$ cat config.mk
export PLATFORM = sky130hd
export DESIGN_NAME = switch_debouncer
export DESIGN_NICKNAME = d
export VERILOG_FILES = /design/src/rtl/switch_debouncer.sv
export SDC_FILE = /design/constraint.sdc
export NUM_CORES = 1
export LEC_CHECK = 0
export ABC_AREA = 1
export ABC_CLOCK_PERIOD_IN_PS = 3200
export BUFFER_PORTS_ARGS = -buffer_cell sky130_fd_sc_hd__buf_4
export CORE_AREA = 3 3 97 99
export CTS_BUF_LIST = sky130_fd_sc_hd__clkbuf_16
export CTS_CLUSTER_SIZE = 10
export DETAILED_ROUTE_END_ITERATION = 8
export DIE_AREA = 0 0 100 102
export SYNTH_ARGS = -nofsm -noshare
export SYNTH_HDL_FRONTEND = slang
export SYNTH_SLANG_ARGS = --single-unit
$ cat constraint.sdc
create_clock -name clock -period 3.2 [get_ports clock]
set_clock_uncertainty 0.2 [all_clocks]
set_input_delay 0.32 -clock clock [delete_from_list [all_inputs] [get_ports clock]]
set_output_delay 0.32 -clock clock [all_outputs]
set_load 0.005 [all_outputs]
$ cat src/rtl/switch_debouncer.sv
// switch_debouncer: two-flop synchroniser plus per-bit stability counter for raw slide switches,
// with a one-cycle change strobe and per-bit rising-edge flags.
module switch_debouncer #(
   parameter  int WIDTH         = 8,
   parameter  int STABLE_CYCLES = 4,
   localparam int CNT_W         = $clog2(STABLE_CYCLES + 1)
) (
   input  logic             clock,
   input  logic             n_reset,
   input  logic [WIDTH-1:0] sw_raw,
   output logic [WIDTH-1:0] sw,
   output logic             sw_changed,
   output logic [WIDTH-1:0] sw_rise
);
   localparam logic [CNT_W-1:0] CNT_MAX = CNT_W'(STABLE_CYCLES - 1);
   logic [WIDTH-1:0] r_sync1, r_sync2, r_sw, r_rise;
   logic             r_changed;
   logic [CNT_W-1:0] r_cnt [WIDTH];
   logic [WIDTH-1:0] w_diff, w_done;
   assign w_diff = r_sync2 ^ r_sw;
   always_ff @(posedge clock or negedge n_reset) begin
      if (!n_reset) begin
         r_sync1   <= '0;
         r_sync2   <= '0;
         r_sw      <= '0;
         r_rise    <= '0;
         r_changed <= 1'b0;
      end else begin
         r_sync1   <= sw_raw;
         r_sync2   <= r_sync1;
         r_sw      <= r_sw ^ w_done;
         r_rise    <= w_done & r_sync2;
         r_changed <= |w_done;
      end
   end
   // Counter restarts on agreement and on each accepted update, so it never wraps.
   for (genvar g = 0; g < WIDTH; g++) begin : g_bit
      assign w_done[g] = w_diff[g] & (r_cnt[g] == CNT_MAX);
      always_ff @(posedge clock or negedge n_reset) begin
         if (!n_reset) r_cnt[g] <= '0;
         else          r_cnt[g] <= (!w_diff[g] || w_done[g]) ? '0 : r_cnt[g] + CNT_W'(1);
      end
   end
   assign sw         = r_sw;
   assign sw_changed = r_changed;
   assign sw_rise    = r_rise;
endmodule

==> results of run 1 <==
==> area by class of cell <==
cell class / count / area, um2 / share of cell area (%)
Sequential cell: 57 / 1430 / 51.0
Multi-Input combinational cell: 103 / 577 / 20.6
Timing Repair Buffer: 35 / 285 / 10.2
Clock buffer: 9 / 225 / 8.05
Tap cell: 108 / 135 / 4.83
Inverter: 32 / 120 / 4.29
Clock inverter: 7 / 28.8 / 1.03
==> power by group <==
group	leakage, uW	switching [uW]	internal (uW)
Combinational	0.000597	267	241
Sequential	0.000726	99.7	909
Clock	0.000130	300	505
==> final timing paths <==
check	to	slack, ns	cells past startpoint
worst max-delay path	sw_changed$_DFF_PN0_	1.77	6
worst min-delay path	r_sync2[3]$_DFF_PN0_	0.14	0
worst max register to register	sw_changed$_DFF_PN0_	1.77	6
worst min register to register	r_sync2[3]$_DFF_PN0_	0.14	0
max in group asynchronous	sw_rise[3]$_DFF_PN0_	1.93	2
min in group asynchronous	r_sync2[5]$_DFF_PN0_	0.40	2
==> cells in the mapped netlist <==
cell	number	share of area, %
dfrtp_1	57	67
ha_1	16	9.4
inv_1	32	5.7
nand2_1	29	5.1
nand3_1	8	1.9
nand3b_1	8	2.8
nor2_1	34	6.0
o21ai_0	8	1.9
==> critical path, stage by stage (launching register included) <==
cell and delay, ns:
dfrtp_1 0.37, ha_1 0.20, ha_1 0.22, nand3_1 0.12, nand2_1 0.07, nor2_1 0.09, nand2_1 0.05
==> per-stage QoR <==
stage               util (%)  cells  hold slack, ns
floorplan                  -    192          -0.176
global placement        28.4    326           0.134
detailed placement      28.4    326           0.136
CTS                     32.4    351           0.146
global route            32.4    351           0.154
finish                  32.4    351           0.143
==> routing by layer <==
| layer | track usage [%] | wire [um] | share of wire [%] | up-vias |
|---|---|---|---|---|
| li1 | - | - | - | 682 |
| met1 | 8.96 | 1570 | 47 | 613 |
| met2 | 11.1 | 1510 | 45 | 20 |
| met3 | 4.23 | 198 | 5.9 | 6 |
| met4 | 4.35 | 67 | 2.0 | 0 |
| met5 | 0 | 0 | 0 | - |
==> logic make-up (layout without fill, tap and decap cells) <==
logic type	count (synthesis)	in the layout
AND/OR/NAND/NOR	79	79
AO/OA/AOI/OAI	8	8
adder cells (fa/ha/maj)	16	16
flip-flops	57	57
buffers and inverters	32	83
==> what timing repair did <==
item | in CTS | in global routing
setup buffers | 0 | 0
resized for setup | 0 | 0
endpoints found under the hold margin | 65 | 0
hold buffers | 9 | 0
==> out/results.tsv, run 1 <==
metric	value	unit
GPL Wtd Cong	0.719	
Yosys reg bits	57	
GR Overflow Total	0	
Final Max Tran Viols	0	
post-synthesis cell area	2120	um2
fin area	2800	um2
arrival time of the worst setup path	1.44	ns
crit path max fanout	4	
Routed WL	3340	um
post-synth cell types	8	
Skew-Pair Late Insertion Delay	0.32	ns
Setup crit start kind	register	
area delta synth->final	31.8	%
post-synthesis adder-cell area fraction	9.43	%
Vias	1321	
Worst Hold Class	reg -> reg	
vias per cell	3.76	
die area	10200	um2
Avg Cell Area, Syn	11.1	um2
1st-iter DRT viols	39	
main combinational cell family by area after synthesis	simple AND/OR/NAND/NOR gates	
Die Wd	100	um
crit path time final	1.43	ns
starting density of the core	24.6	%
slew of the pin with the lowest slew margin	0.702	ns
Pleak	0.00145	uW
final setup TNS	0	ns
Mapped Cells	192	
fin crit share	44.7	%
register area share after synthesis	67.2	%
layout cells sized above 1	15.2	%
Placement Setup Slack	1.77	ns
drc violations	0	
antenna viol nets, final	0	
PortBufs	26	
Req. time, crit path	3.21	ns
Worst R2R Start	r_cnt[21]$_DFF_PN0_	
simple-gate share of the synthesized area	15.9	%
slew margin rel.	53.2	%
Compound-Gate Fraction of Synth Area	1.89	%
max-cap viol count	0	
Crit. Startpoint	r_cnt[21]$_DFF_PN0_	
final worst-path setup slack	1.77	ns
CTS buffer count	9	
clock slew at reported path FFs	0.05	ns
row count	34	
HPWL Detailed	2320	um
post-synth net total	218	
status	finished clean	
Power Dens Cells	830	nW/um2
most common cell after layout, fill and taps aside	dfrtp_1	
Die Ht	102	um
Root Buffer	clkbuf_16	
RSZ-0062 raised after global routing	false	
DR WL/cell	9.52	um
Synth warnings	0	
CP endpoint kind	register	
hold_sp	r_sync1[3]$_DFF_PN0_	
post-placement cell area	2450	um2
Clock Tree Buf Depth	2	
GR Util All Layers	7.66	%
H-tree levels	3	
clock sink count	57	
top-level I/O count	27	
Max Freq	0.699	GHz
multiplexer area fraction after synthesis	0	%
Setup Crit Path Kind	reg -> reg	
Final nets	264	
Final Hold Fails	0	
most frequent cells in the layout	dfrtp_1 (57), nor2_1 (34), inv_1 (33), nand2_1 (29), buf_4 (26)	
Pwr Total	2320	uW
first-pass GRT wire length	5780	um
core area	8640	um2
DRT Pass-1 Iters	4	
ANT cells	0	
Peak VDD IR	0.252	mV
CTS tree	built	
Filler cells	862	
number of global-route vias before repair	1297	
pin count of the biggest net entering global routing	58	
Synth Area in XOR/XNOR	0	%
initial antenna violation count	0	
endpoints failing setup	0	
Note: power is estimated with default switching activity, not from simulation.
==> run 2: changes to the inputs <==
--- a/config.mk
+++ b/config.mk
@@ -6,7 +6,7 @@
 export NUM_CORES = 1
 export LEC_CHECK = 0
 export ABC_AREA = 1
-export ABC_CLOCK_PERIOD_IN_PS = 3200
+export ABC_CLOCK_PERIOD_IN_PS = 1200
 export BUFFER_PORTS_ARGS = -buffer_cell sky130_fd_sc_hd__buf_4
 export CORE_AREA = 3 3 97 99
 export CTS_BUF_LIST = sky130_fd_sc_hd__clkbuf_16
==> constraint.sdc (replaced) <==
create_clock -name clock -period 1.2 [get_ports clock]
set_clock_uncertainty 0.2 [all_clocks]
set_input_delay 0.12 -clock clock [delete_from_list [all_inputs] [get_ports clock]]
set_output_delay 0.12 -clock clock [all_outputs]
set_load 0.005 [all_outputs]
==> out/results.tsv, run 2 (synthesis results as in run 1) <==
metric	value	unit	change
final core utilization	37.7	%	+5.3 points
GPL Wtd Cong	0.678		-5.6%
top-level I/O count	27		unchanged
post-placement cell area	2690	um2	+9.6%
antenna viol nets, final	0		unchanged
max-cap viol count	0		unchanged
Sw Ratio	29.1	%	+0.33 points
arrival time of the worst setup path	1.38	ns	-0.06 ns
ANT cells	0		unchanged
clock sink count	57		unchanged
Final nets	283		+7.2%
GR Util All Layers	8.03	%	+0.37 points
Pleak	0.00161	uW	+11%
GR Overflow Total	0		unchanged
Peak VDD IR	0.943	mV	+270%
crit path time final	1.34	ns	-0.0903 ns
1st-iter DRT viols	46		+18%
starting density of the core	24.6	%	unchanged
Final Max Tran Viols	0		unchanged
final non-filler cell total	368		+4.8%
Setup crit start kind	register		
cell breakdown of the critical path	ha_2, ha_4, nand3b_1, nor2_1		
Placed Cells	335		+2.8%
Root Buffer	clkbuf_16		
die area	10200	um2	unchanged
worst hold slack	0.121	ns	-0.0226 ns
Pwr Total	7010	uW	+200%
fin area	3260	um2	+16%
Clock Tree Buf Depth	2		unchanged
CP peak stage delay	0.38	ns	about the same
status	finished, violations left		
RSZ-0062 raised after global routing	true		
vias per cell	3.88		+3.1%
Die Ht	102	um	unchanged
number of global-route vias before repair	1398		+7.8%
clock slew at reported path FFs	0.05	ns	about the same
core area	8640	um2	unchanged
CTS tree	built		
Vias	1428		+8.1%
Power Dens Cells	2150	nW/um2	+160%
H-tree levels	3		unchanged
Setup Crit Path Kind	reg -> reg		
CTS buffer count	9		unchanged
CP endpoint kind	register		
Int Power	4970	uW	+200%
Worst path slowest cell	dfrtp_1		
DRT Pass-1 Iters	4		unchanged
drc violations	0		unchanged
Skew-Pair Late Insertion Delay	0.32	ns	about the same
Max Freq	0.746	GHz	+6.7%
Worst Hold Class	in -> async		
fin crit share	112	%	+67 points
slew of the pin with the lowest slew margin	0.296	ns	-0.405 ns
initial antenna violation count	0		unchanged
final worst-path setup slack	-0.141	ns	-1.91 ns
Req. time, crit path	1.24	ns	-1.97 ns
area delta synth->final	53.4	%	
failing checks	setup timing		
Comb pwr share	31.9	%	+10 points
most frequent cells in the layout	dfrtp_1 (57), inv_1 (35), nor2_1 (29), buf_4 (27), nand2_1 (20)		
PortBufs	26		unchanged
reg2reg setup slack	-0.14	ns	-1.91 ns
Clock Power Share	29.4	%	-5.3 points
endpoints failing setup	39		+39
most common cell after layout, fill and taps aside	dfrtp_1		
slew margin rel.	80.2	%	+27 points
Reg power frac	38.7	%	-4.8 points
crit path max fanout	3		-1
pin count of the biggest net entering global routing	58		unchanged
DR WL/cell	9.56	um	+0.43%
Psw	2040	uW	+210%
first-pass GRT wire length	6110	um	+5.6%
HPWL Detailed	2440	um	+5.2%
layout cells sized above 1	36.9	%	+22 points
Routed WL	3520	um	+5.3%
Die Wd	100	um	unchanged
row count	34		unchanged
Final Hold Fails	0		unchanged
==> run 2: final cells by class <==
type | count | area [um2]
repair buffers | 54 | 504
fillers | 827 | 5380
inverters | 32 | 120
clock inverters | 5 | 18.8
clock buffers | 9 | 225
well taps | 108 | 135
flip-flops and latches | 57 | 1430
multi-input cells | 103 | 827
==> run 2: final timing paths <==
check | cells past startpoint | end | startpoint
worst max-delay path | 4 | r_cnt[18]$_DFF_PN0_ | r_cnt[18]$_DFF_PN0_
worst min-delay path | 3 | async pin | n_reset
worst max register to register | 4 | r_cnt[18]$_DFF_PN0_ | r_cnt[18]$_DFF_PN0_
worst min register to register | 0 | r_sync2[2]$_DFF_PN0_ | r_sync1[2]$_DFF_PN0_
max in group asynchronous | 3 | sw_rise[2]$_DFF_PN0_ | n_reset
min in group clock | 0 | r_sync2[2]$_DFF_PN0_ | r_sync1[2]$_DFF_PN0_
==> run 2: routing by layer <==
metal | part of all wire (%) | track usage, % | vias to the layer above | routed length [um]
li1 | - | - | 723 | -
met1 | 44 | 9.24 | 671 | 1540
met2 | 49 | 12.1 | 23 | 1710
met3 | 4.9 | 3.82 | 11 | 171
met4 | 2.8 | 4.97 | 0 | 100
met5 | 0 | 0 | - | 0
==> run 2: through the flow <==
step                TNS, ns  worst slack, ns
floorplan            -0.816          -0.0418
global placement      -2.82           -0.144
detailed placement    -3.59           -0.167
CTS                   -4.14           -0.144
global route          -6.02           -0.228
finish                -3.67           -0.141
==> run 2: timing repair <==
item                                   4_1_cts  5_1_grt
cloned                                       0        0
gates resized for setup                     32       19
buffers inserted                             7        3
pin swaps                                   13       17
hold buffers                                 9        0
setup endpoints to repair                   42       47
endpoints found under the hold margin       65        0
==> run 2: power groups by stage <==
| stage | logic, uW | registers (uW) | clock network (uW) |
|---|---|---|---|
| finish | 2240 | 2710 | 2060 |
| global route | 2540 | 2780 | 2240 |
| CTS | 2120 | 2690 | 2150 |
| detailed placement | 1750 | 2720 | 0 |
| global placement | 1690 | 2690 | 0 |
| floorplan | 1070 | 2690 | 0 |
==> run 2: critical path: cells and delay by family, from the launching register on <==
kind / cells / cell delay, ns
adders and majority gates: 2 / 0.37
and+or+nand+nor: 2 / 0.33
DFF: 1 / 0.38
